==> src/rtl/struct_s_pkg.sv <==
// rtl/struct_s_pkg.sv - shared rule record, widths and reduction modes for the rule tree
package struct_s;

    localparam int unsigned RULE_ID_W  = 15;
    localparam int unsigned MAX_NUM_IN = 16;

    typedef struct packed {
        logic                 last;
        logic [RULE_ID_W-1:0] rule_id;
    } rule_s_t;

    localparam int unsigned RULE_S_WIDTH = $bits(rule_s_t);

    typedef enum logic [1:0] {
        MODE_DROP_ONLY = 2'd0,
        MODE_ARB       = 2'd1,
        MODE_SYNC      = 2'd2
    } red_mode_e;

endpackage

==> src/rtl/rr_arbiter.sv <==
// rtl/rr_arbiter.sv - round-robin grant among requesting lanes, pointer moves past the winner
module rr_arbiter #(
    parameter  int unsigned DWIDTH = 4,
    localparam int unsigned IDX_W  = (DWIDTH > 1) ? $clog2(DWIDTH) : 1
) (
    input  logic              clk,
    input  logic              rst,
    input  logic [DWIDTH-1:0] i_req,
    input  logic              i_advance,
    output logic [IDX_W-1:0]  o_grant_idx,
    output logic              o_grant_valid
);

    logic [IDX_W-1:0] r_ptr;
    logic [IDX_W:0]   w_idx;

    // Search from the pointer upward with wrap; descending loop lets the nearest request win
    always_comb begin
        o_grant_valid = 1'b0;
        o_grant_idx   = '0;
        w_idx         = '0;
        for (int k = DWIDTH - 1; k >= 0; k--) begin
            w_idx = {1'b0, r_ptr} + (IDX_W + 1)'(k);
            if (w_idx >= (IDX_W + 1)'(DWIDTH)) begin
                w_idx = w_idx - (IDX_W + 1)'(DWIDTH);
            end
            if (i_req[w_idx[IDX_W-1:0]]) begin
                o_grant_valid = 1'b1;
                o_grant_idx   = w_idx[IDX_W-1:0];
            end
        end
    end

    // Pointer lands one past the winner only when the grant is actually consumed
    always_ff @(posedge clk) begin
        if (rst) begin
            r_ptr <= '0;
        end else if (i_advance && o_grant_valid) begin
            r_ptr <= (o_grant_idx == IDX_W'(DWIDTH - 1)) ? '0 : o_grant_idx + 1'b1;
        end
    end

endmodule

==> src/rtl/unified_fifo.sv <==
// rtl/unified_fifo.sv - single-clock show-ahead FIFO with almost-full that counts in-flight writes
module unified_fifo #(
    parameter  int unsigned DWIDTH     = 16,
    parameter  int unsigned DEPTH      = 32,
    parameter  int unsigned FULL_LEVEL = 20,
    parameter  string       MEM_TYPE   = "MLAB",
    localparam int unsigned AW         = (DEPTH > 1) ? $clog2(DEPTH) : 1,
    localparam int unsigned CW         = $clog2(DEPTH + 1)
) (
    input  logic              clk,
    input  logic              rst,
    input  logic              i_wr_en,
    input  logic [DWIDTH-1:0] i_wr_data,
    input  logic              i_rd_en,
    input  logic              i_pending,
    output logic [DWIDTH-1:0] o_rd_data,
    output logic              o_empty,
    output logic              o_full,
    output logic              o_almost_full
);

    logic [DWIDTH-1:0] r_mem [DEPTH];
    logic [AW-1:0]     r_wr_ptr;
    logic [AW-1:0]     r_rd_ptr;
    logic [CW-1:0]     r_count;
    logic              w_wr_ok;
    logic              w_rd_ok;

    function automatic logic [AW-1:0] ptr_inc(input logic [AW-1:0] p);
        return (p == AW'(DEPTH - 1)) ? '0 : p + 1'b1;
    endfunction

    assign o_empty       = (r_count == '0);
    assign o_full        = (r_count == CW'(DEPTH));
    assign o_almost_full = ({1'b0, r_count} + (CW + 1)'(i_pending)) >= (CW + 1)'(FULL_LEVEL);
    assign w_wr_ok       = i_wr_en && !o_full;
    assign w_rd_ok       = i_rd_en && !o_empty;

    // Storage array carries no reset; only the pointers define what is valid
    always_ff @(posedge clk) begin
        if (w_wr_ok) begin
            r_mem[r_wr_ptr] <= i_wr_data;
        end
    end

    // Pointer and occupancy bookkeeping
    always_ff @(posedge clk) begin
        if (rst) begin
            r_wr_ptr <= '0;
            r_rd_ptr <= '0;
            r_count  <= '0;
        end else begin
            if (w_wr_ok) r_wr_ptr <= ptr_inc(r_wr_ptr);
            if (w_rd_ok) r_rd_ptr <= ptr_inc(r_rd_ptr);
            r_count <= r_count + CW'(w_wr_ok) - CW'(w_rd_ok);
        end
    end

    if (MEM_TYPE == "MLAB") begin : g_lutram
        assign o_rd_data = r_mem[r_rd_ptr];
    end else begin : g_blockram
        logic [DWIDTH-1:0] r_head;
        logic [AW-1:0]     w_rd_ptr_n;
        assign w_rd_ptr_n = w_rd_ok ? ptr_inc(r_rd_ptr) : r_rd_ptr;
        // Registered head word, bypassing a write that lands on the next head slot
        always_ff @(posedge clk) begin
            r_head <= (w_wr_ok && (r_wr_ptr == w_rd_ptr_n)) ? i_wr_data : r_mem[w_rd_ptr_n];
        end
        assign o_rd_data = r_head;
    end

endmodule

==> src/rtl/reduction_nt1.sv <==
// rtl/reduction_nt1.sv - N-to-1 rule reduction: per-lane dedup cache, merge, last sync, output FIFO
module reduction_nt1
    import struct_s::*;
#(
    parameter int unsigned NUM_IN     = 4,
    parameter int unsigned FIFO_DEPTH = 32,
    parameter int unsigned FULL_LEVEL = 20,
    parameter int unsigned CNT_WIDTH  = 32
) (
    input  logic                 clk,
    input  logic                 rst,
    input  rule_s_t [NUM_IN-1:0] in_data,
    input  logic    [NUM_IN-1:0] in_valid,
    output logic    [NUM_IN-1:0] in_ready,
    output rule_s_t              out_data,
    output logic                 out_valid,
    input  logic                 out_ready,
    output logic [CNT_WIDTH-1:0] stat_fwd,
    output logic [CNT_WIDTH-1:0] stat_drop,
    output logic                 overflow
);

    localparam int unsigned IDX_W = (NUM_IN > 1) ? $clog2(NUM_IN) : 1;
    localparam int unsigned PC_W  = $clog2(NUM_IN + 1);

    rule_s_t [NUM_IN-1:0] r_cache;
    logic    [NUM_IN-1:0] r_cache_valid;
    rule_s_t              r_pipe_data;
    logic                 r_pipe_valid;
    logic [CNT_WIDTH-1:0] r_stat_fwd;
    logic [CNT_WIDTH-1:0] r_stat_drop;
    logic                 r_overflow;

    logic [NUM_IN-1:0]    w_cached;
    logic [NUM_IN-1:0]    w_cand;
    logic [NUM_IN-1:0]    w_merge;
    logic                 w_all_last;
    red_mode_e            w_mode;
    logic                 w_af;
    logic                 w_full;
    logic                 w_empty;
    logic [IDX_W-1:0]     w_grant_idx;
    logic                 w_grant_valid;
    rule_s_t              w_win;
    logic                 w_arb_go;
    logic                 w_sync_go;
    logic                 w_enq;
    rule_s_t              w_enq_data;
    logic [PC_W-1:0]      w_n_cached;
    logic [PC_W-1:0]      w_n_merge;
    logic [CNT_WIDTH-1:0] w_drop_inc;

    // Classify each lane: cache hit, fresh candidate, or parked on a last marker
    always_comb begin
        w_cached   = '0;
        w_cand     = '0;
        w_all_last = 1'b1;
        for (int i = 0; i < NUM_IN; i++) begin
            w_cached[i] = in_valid[i] && !in_data[i].last && r_cache_valid[i] &&
                          (in_data[i] == r_cache[i]);
            w_cand[i]   = in_valid[i] && !in_data[i].last && !w_cached[i];
            if (!(in_valid[i] && in_data[i].last)) w_all_last = 1'b0;
        end
    end

    rr_arbiter #(
        .DWIDTH (NUM_IN)
    ) u_arb (
        .clk           (clk),
        .rst           (rst),
        .i_req         (w_cand),
        .i_advance     (w_arb_go),
        .o_grant_idx   (w_grant_idx),
        .o_grant_valid (w_grant_valid)
    );

    assign w_win = in_data[w_grant_idx];

    // Mode select, merge vector, pops, enqueue request and drop accounting
    always_comb begin
        w_mode = MODE_DROP_ONLY;
        if (w_all_last)   w_mode = MODE_SYNC;
        else if (|w_cand) w_mode = MODE_ARB;

        w_sync_go = (w_mode == MODE_SYNC) && !w_af;
        w_arb_go  = (w_mode == MODE_ARB) && w_grant_valid && !w_af;

        w_merge    = '0;
        w_n_cached = '0;
        w_n_merge  = '0;
        for (int j = 0; j < NUM_IN; j++) begin
            w_merge[j] = w_cand[j] && (in_data[j] == w_win);
            w_n_cached = w_n_cached + PC_W'(w_cached[j]);
            w_n_merge  = w_n_merge + PC_W'(w_merge[j]);
        end

        if (rst)            in_ready = '0;
        else if (w_sync_go) in_ready = '1;
        else                in_ready = w_cached | (w_arb_go ? w_merge : '0);

        w_enq      = w_sync_go || w_arb_go;
        w_enq_data = w_sync_go ? in_data[0] : w_win;

        w_drop_inc = CNT_WIDTH'(w_n_cached);
        if (w_arb_go)  w_drop_inc = w_drop_inc + CNT_WIDTH'(w_n_merge) - CNT_WIDTH'(1);
        if (w_sync_go) w_drop_inc = w_drop_inc + CNT_WIDTH'(NUM_IN - 1);
    end

    // Pipeline stage, lane caches, statistics and sticky overflow
    always_ff @(posedge clk) begin
        if (rst) begin
            r_cache       <= '0;
            r_cache_valid <= '0;
            r_pipe_data   <= '0;
            r_pipe_valid  <= 1'b0;
            r_stat_fwd    <= '0;
            r_stat_drop   <= '0;
            r_overflow    <= 1'b0;
        end else begin
            r_pipe_valid <= w_enq;
            r_pipe_data  <= w_enq_data;
            if (w_enq) r_stat_fwd <= r_stat_fwd + 1'b1;
            r_stat_drop <= r_stat_drop + w_drop_inc;
            if (r_pipe_valid && w_full) r_overflow <= 1'b1;
            if (w_sync_go) begin
                r_cache       <= '0;
                r_cache_valid <= '0;
            end else if (w_arb_go) begin
                for (int j = 0; j < NUM_IN; j++) begin
                    if (w_merge[j]) begin
                        r_cache[j]       <= w_win;
                        r_cache_valid[j] <= 1'b1;
                    end
                end
            end
        end
    end

    unified_fifo #(
        .DWIDTH     (RULE_S_WIDTH),
        .DEPTH      (FIFO_DEPTH),
        .FULL_LEVEL (FULL_LEVEL),
        .MEM_TYPE   ("MLAB")
    ) u_fifo (
        .clk           (clk),
        .rst           (rst),
        .i_wr_en       (r_pipe_valid),
        .i_wr_data     (r_pipe_data),
        .i_rd_en       (out_ready),
        .i_pending     (r_pipe_valid),
        .o_rd_data     (out_data),
        .o_empty       (w_empty),
        .o_full        (w_full),
        .o_almost_full (w_af)
    );

    assign out_valid = !w_empty;
    assign stat_fwd  = r_stat_fwd;
    assign stat_drop = r_stat_drop;
    assign overflow  = r_overflow;

endmodule

==> config.mk <==
export PLATFORM = sky130hd
export DESIGN_NAME = reduction_nt1
export DESIGN_NICKNAME = d
export VERILOG_FILES = /design/src/rtl/struct_s_pkg.sv /design/src/rtl/rr_arbiter.sv /design/src/rtl/unified_fifo.sv /design/src/rtl/reduction_nt1.sv
export SDC_FILE = /design/constraint.sdc
export NUM_CORES = 1
export LEC_CHECK = 0
export ABC_CLOCK_PERIOD_IN_PS = 16000
export CAP_MARGIN = 20
export CORE_UTILIZATION = 45
export CTS_CLUSTER_SIZE = 16
export DETAILED_ROUTE_END_ITERATION = 12
export DONT_BUFFER_PORTS = 1
export PLACE_DENSITY = 0.66
export SLEW_MARGIN = 15
export SYNTH_ARGS = -nofsm -noshare
export SYNTH_HDL_FRONTEND = slang
export SYNTH_HIERARCHICAL = 1
export SYNTH_SLANG_ARGS = --single-unit
==> constraint.sdc <==
create_clock -name clk -period 16 [get_ports clk]
set_input_delay 3.2 -clock clk [delete_from_list [all_inputs] [get_ports clk]]
set_output_delay 3.2 -clock clk [all_outputs]
set_load 0.05 [all_outputs]
==> metrics.md <==
| Metric | Value |
|---|---|
| Placed cells | 2997 |
| Avg WL per Cell | 23.1 um |
| First-pass GRT wire length | approximately 110000 um |
| Worst Setup End Kind | flop |
| Net count, final | between 2000 and 2500 |
| Post-Synthesis Cell Area | 0.0305 sq mm |
| DRT Pass-1 Iters | 5 |
| Power Total | roughly 4.7 mW |
| Io pins | approximately 160 |
| Dominant cells by area after synthesis | edfxtp_1 50%, dfxtp_1 11%, mux2i_1 5.8%, mux4_2 5.7%, xor2_1 4.0% |
| HPWL after DPL | around 48000 um |
| Maximum fanout along the worst path | 17 |
| Critical path startpoint | in_data[17] |
| Post-CTS setup buffer count | 0 |
| PwrDens | between 100 and 150 mW/mm^2 |
| Mean Syn Cell Area | between 10 and 15 sq um |
| Reg2Reg Launch Point | r_cache[17] |
| Post-synth EDFFs | about 510 |
| Total negative slack | 0 ps |
| Startpoint Class | primary input |
| Commonest cells in the netlist | 512 x edfxtp_1, 177 x mux2i_1, 173 x dfxtp_1, 163 x nor2_1, 138 x xor2_1 |
| Crit path largest cell delay | between 800 and 900 ps |
| Arr. time, crit path | ~14000 ps |
| # H-tree levels | 3 |
| Area grow syn2layout | 11.0% |
| Fin. Hold Viols | 0 |
| CTS Hold Bufs | 0 |
| Fin Clk Skew | between 20 and 30 ps |
| Port bufs | 0 |
| CTS Buf Count | 74 |
| Cells after Synth | 2200 |
| Largest net degree at the start of global routing | 143 |
| Crit Path Category | primary input to flop |
| Most frequently used flop master after synthesis | edfxtp_1 |
| Non-filler cells, final | between 3000 and 4000 |
| Final core utilization | 50.4% |
| GRT Util Overall | about a fifth |
| Top-area cell type share of the netlist area | about half |
| CTS sink count | 685 |
| Register-to-register setup slack | approximately 5000 ps |
| Vias in the first global route | roughly 18000 |
| DIE WIDTH | 262 um |
| Deepest clock path buffer count | 3 |
| Routed Antenna Nets | 0 |
| ANT cells | 0 |
| Via density per instance | ~5.8 |
| Initial antenna violation count | 0 |
| Yosys top cell by area | edfxtp_1 |
| Slowest CP cell | mux4_1 |
| Slew Viols, Final | 0 |
| CTS tree | done |
| Final setup viols | 0 |
| GPL Wtd Cong | roughly 0.93 |
| Fillers | roughly 5700 |
| Ys Warns | 6 |
| Status | finished clean |
| Clock transition at path regs | about 50 ps |
| Count leader, synth | edfxtp_1 |
| Leakage | roughly 12 nW |
| Starting DRT DRC Count | between 1500 and 2000 |
| GRT Residual Overflow | 0 |
| Post-Route WL | ~72000 um |
| Num rows | 95 |
| FFs w/ async S/R, synth | 0% |
| Synthesis-stage register bit count | slightly below 700 |
| Die Y | ~260 um |
| Final Cycle Share | 83.5% |
| Fraction of layout cells with a size suffix above 1 | between 10% and 20% |
| Peak supply drop | about 0.00011 V |
| End point of the critical path | stat_drop[30] |
| Core ar. | 0.0670 sq mm |
| DR DRC count | 0 |
| Vias | roughly 18000 |
| Worst-Margin Slew | ~1100 ps |
| Peak Freq | around 0.075 GHz |
| Crit path time final | roughly 13000 ps |
| Die area | ~0.069 sq mm |
| Synth cell types | between 70 and 80 |
| Rel. slew slack | 26.4% |
| Clk_lat worst skew | 630 ps |
| Sequential fraction of the synthesis area | 61.8% |
| Hold Path Class | flop to flop |
| Max cap viols | 0 |
| Syn Nets | 2346 |
| Root Buffer Master | clkbuf_16 |
| CP required | between 15000 and 20000 ps |
| Most used cell, CP | ha_1 |
| R2R depth | 36 |
| Post-CTS sizing | 0 |
| Worst reg2reg endpoint | stat_drop[30] |
| Initial Utilization | 45.4% |
| Unrepaired setup endpoints after global routing | no |
## how the worst min path moves through the flow
stage	from	slack (ps)	to	depth (start not counted)
after floorplan	r_cache[47]	400	r_cache[47]	2
after global placement	r_cache[47]	410	r_cache[47]	2
after detailed placement	r_cache[47]	420	r_cache[47]	2
after global routing	r_cache[47]	450	r_cache[47]	2
after CTS	r_cache[47]	430	r_cache[47]	2
final	r_cache[47]	430	r_cache[47]	2
## report_power, final
group          switching [mW]  internal (mW)
registers               0.203           2.00
clock network           0.700          0.981
logic                   0.529          0.314
## routing by layer
metal | global-route usage [%] | routed length (um) | vias up | part of all wire (%)
met5 | 0 | 0 | - | 0
met4 | 7.05 | 2180 | 0 | 3.0
met3 | 6.04 | 5750 | 130 | 7.9
met2 | 34.8 | 35000 | 623 | 48
met1 | 26.7 | 29400 | 9163 | 41
li1 | - | - | 8378 | -
## worst max-delay path: cells and delay by family
kind | cells | cell delay, ps
compound gates | 14 | 3420
simple gates | 7 | 2520
fa+ha+maj | 6 | 2270
mux | 2 | 1160
buf+inv | 4 | 860
xor+xnor | 3 | 420
## flip-flops by register name, summed over array words and instances (netlist names), named ones only
signal,flops
u_fifo/r_mem,512
r_cache,64
stat_drop,32
stat_fwd,32
r_pipe_data,16
u_fifo/r_count,6
u_fifo/r_rd_ptr,5
u_fifo/r_wr_ptr,5
r_cache_valid,4
u_arb/r_ptr,2
overflow,1
r_pipe_valid,1
## cell families after synthesis
family / count (synthesis) / synth area share [%]
multiplexers: 258 / 11.8
flip-flops: 685 / 61.8
adder cells (fa/ha/maj): 75 / 3.20
AND/OR/NAND/NOR: 495 / 8.02
XOR/XNOR: 173 / 4.97
AO/OA/AOI/OAI: 340 / 7.35
buffers and inverters: 174 / 2.79
## area by class of cell
class | instances | area [sq um] | area share [%]
Sequential cell | 685 | 18800 | 55.8
Multi-Input combinational cell | 1341 | 10800 | 32.0
Clock buffer | 101 | 2030 | 6.02
Tap cell | 873 | 1090 | 3.23
Timing Repair Buffer | 50 | 445 | 1.32
Clock inverter | 34 | 364 | 1.08
Inverter | 53 | 201 | 0.596
## through the flow
stage	worst slack, ps	hold slack (ps)	instance area, sq um
after floorplan	3740	405	30500
after global placement	2290	413	31300
after detailed placement	2170	420	31300
after CTS	2820	433	33700
after global routing	1950	454	33800
final	2640	433	33800
## placed cells by master, fill, tap and decap left out, types with 35 or more instances in the layout
cell,n
edfxtp_1,512
xor2_1,138
clkbuf_16,75
a22oi_1,97
mux2i_1,177
nor2_1,161
nand3_1,56
buf_4,43
inv_1,48
o21ai_0,58
mux4_2,77
dfxtp_1,170
ha_1,70
xnor2_1,35
nand2_1,101
a21oi_1,83
Note: power is estimated with default switching activity, not from simulation.
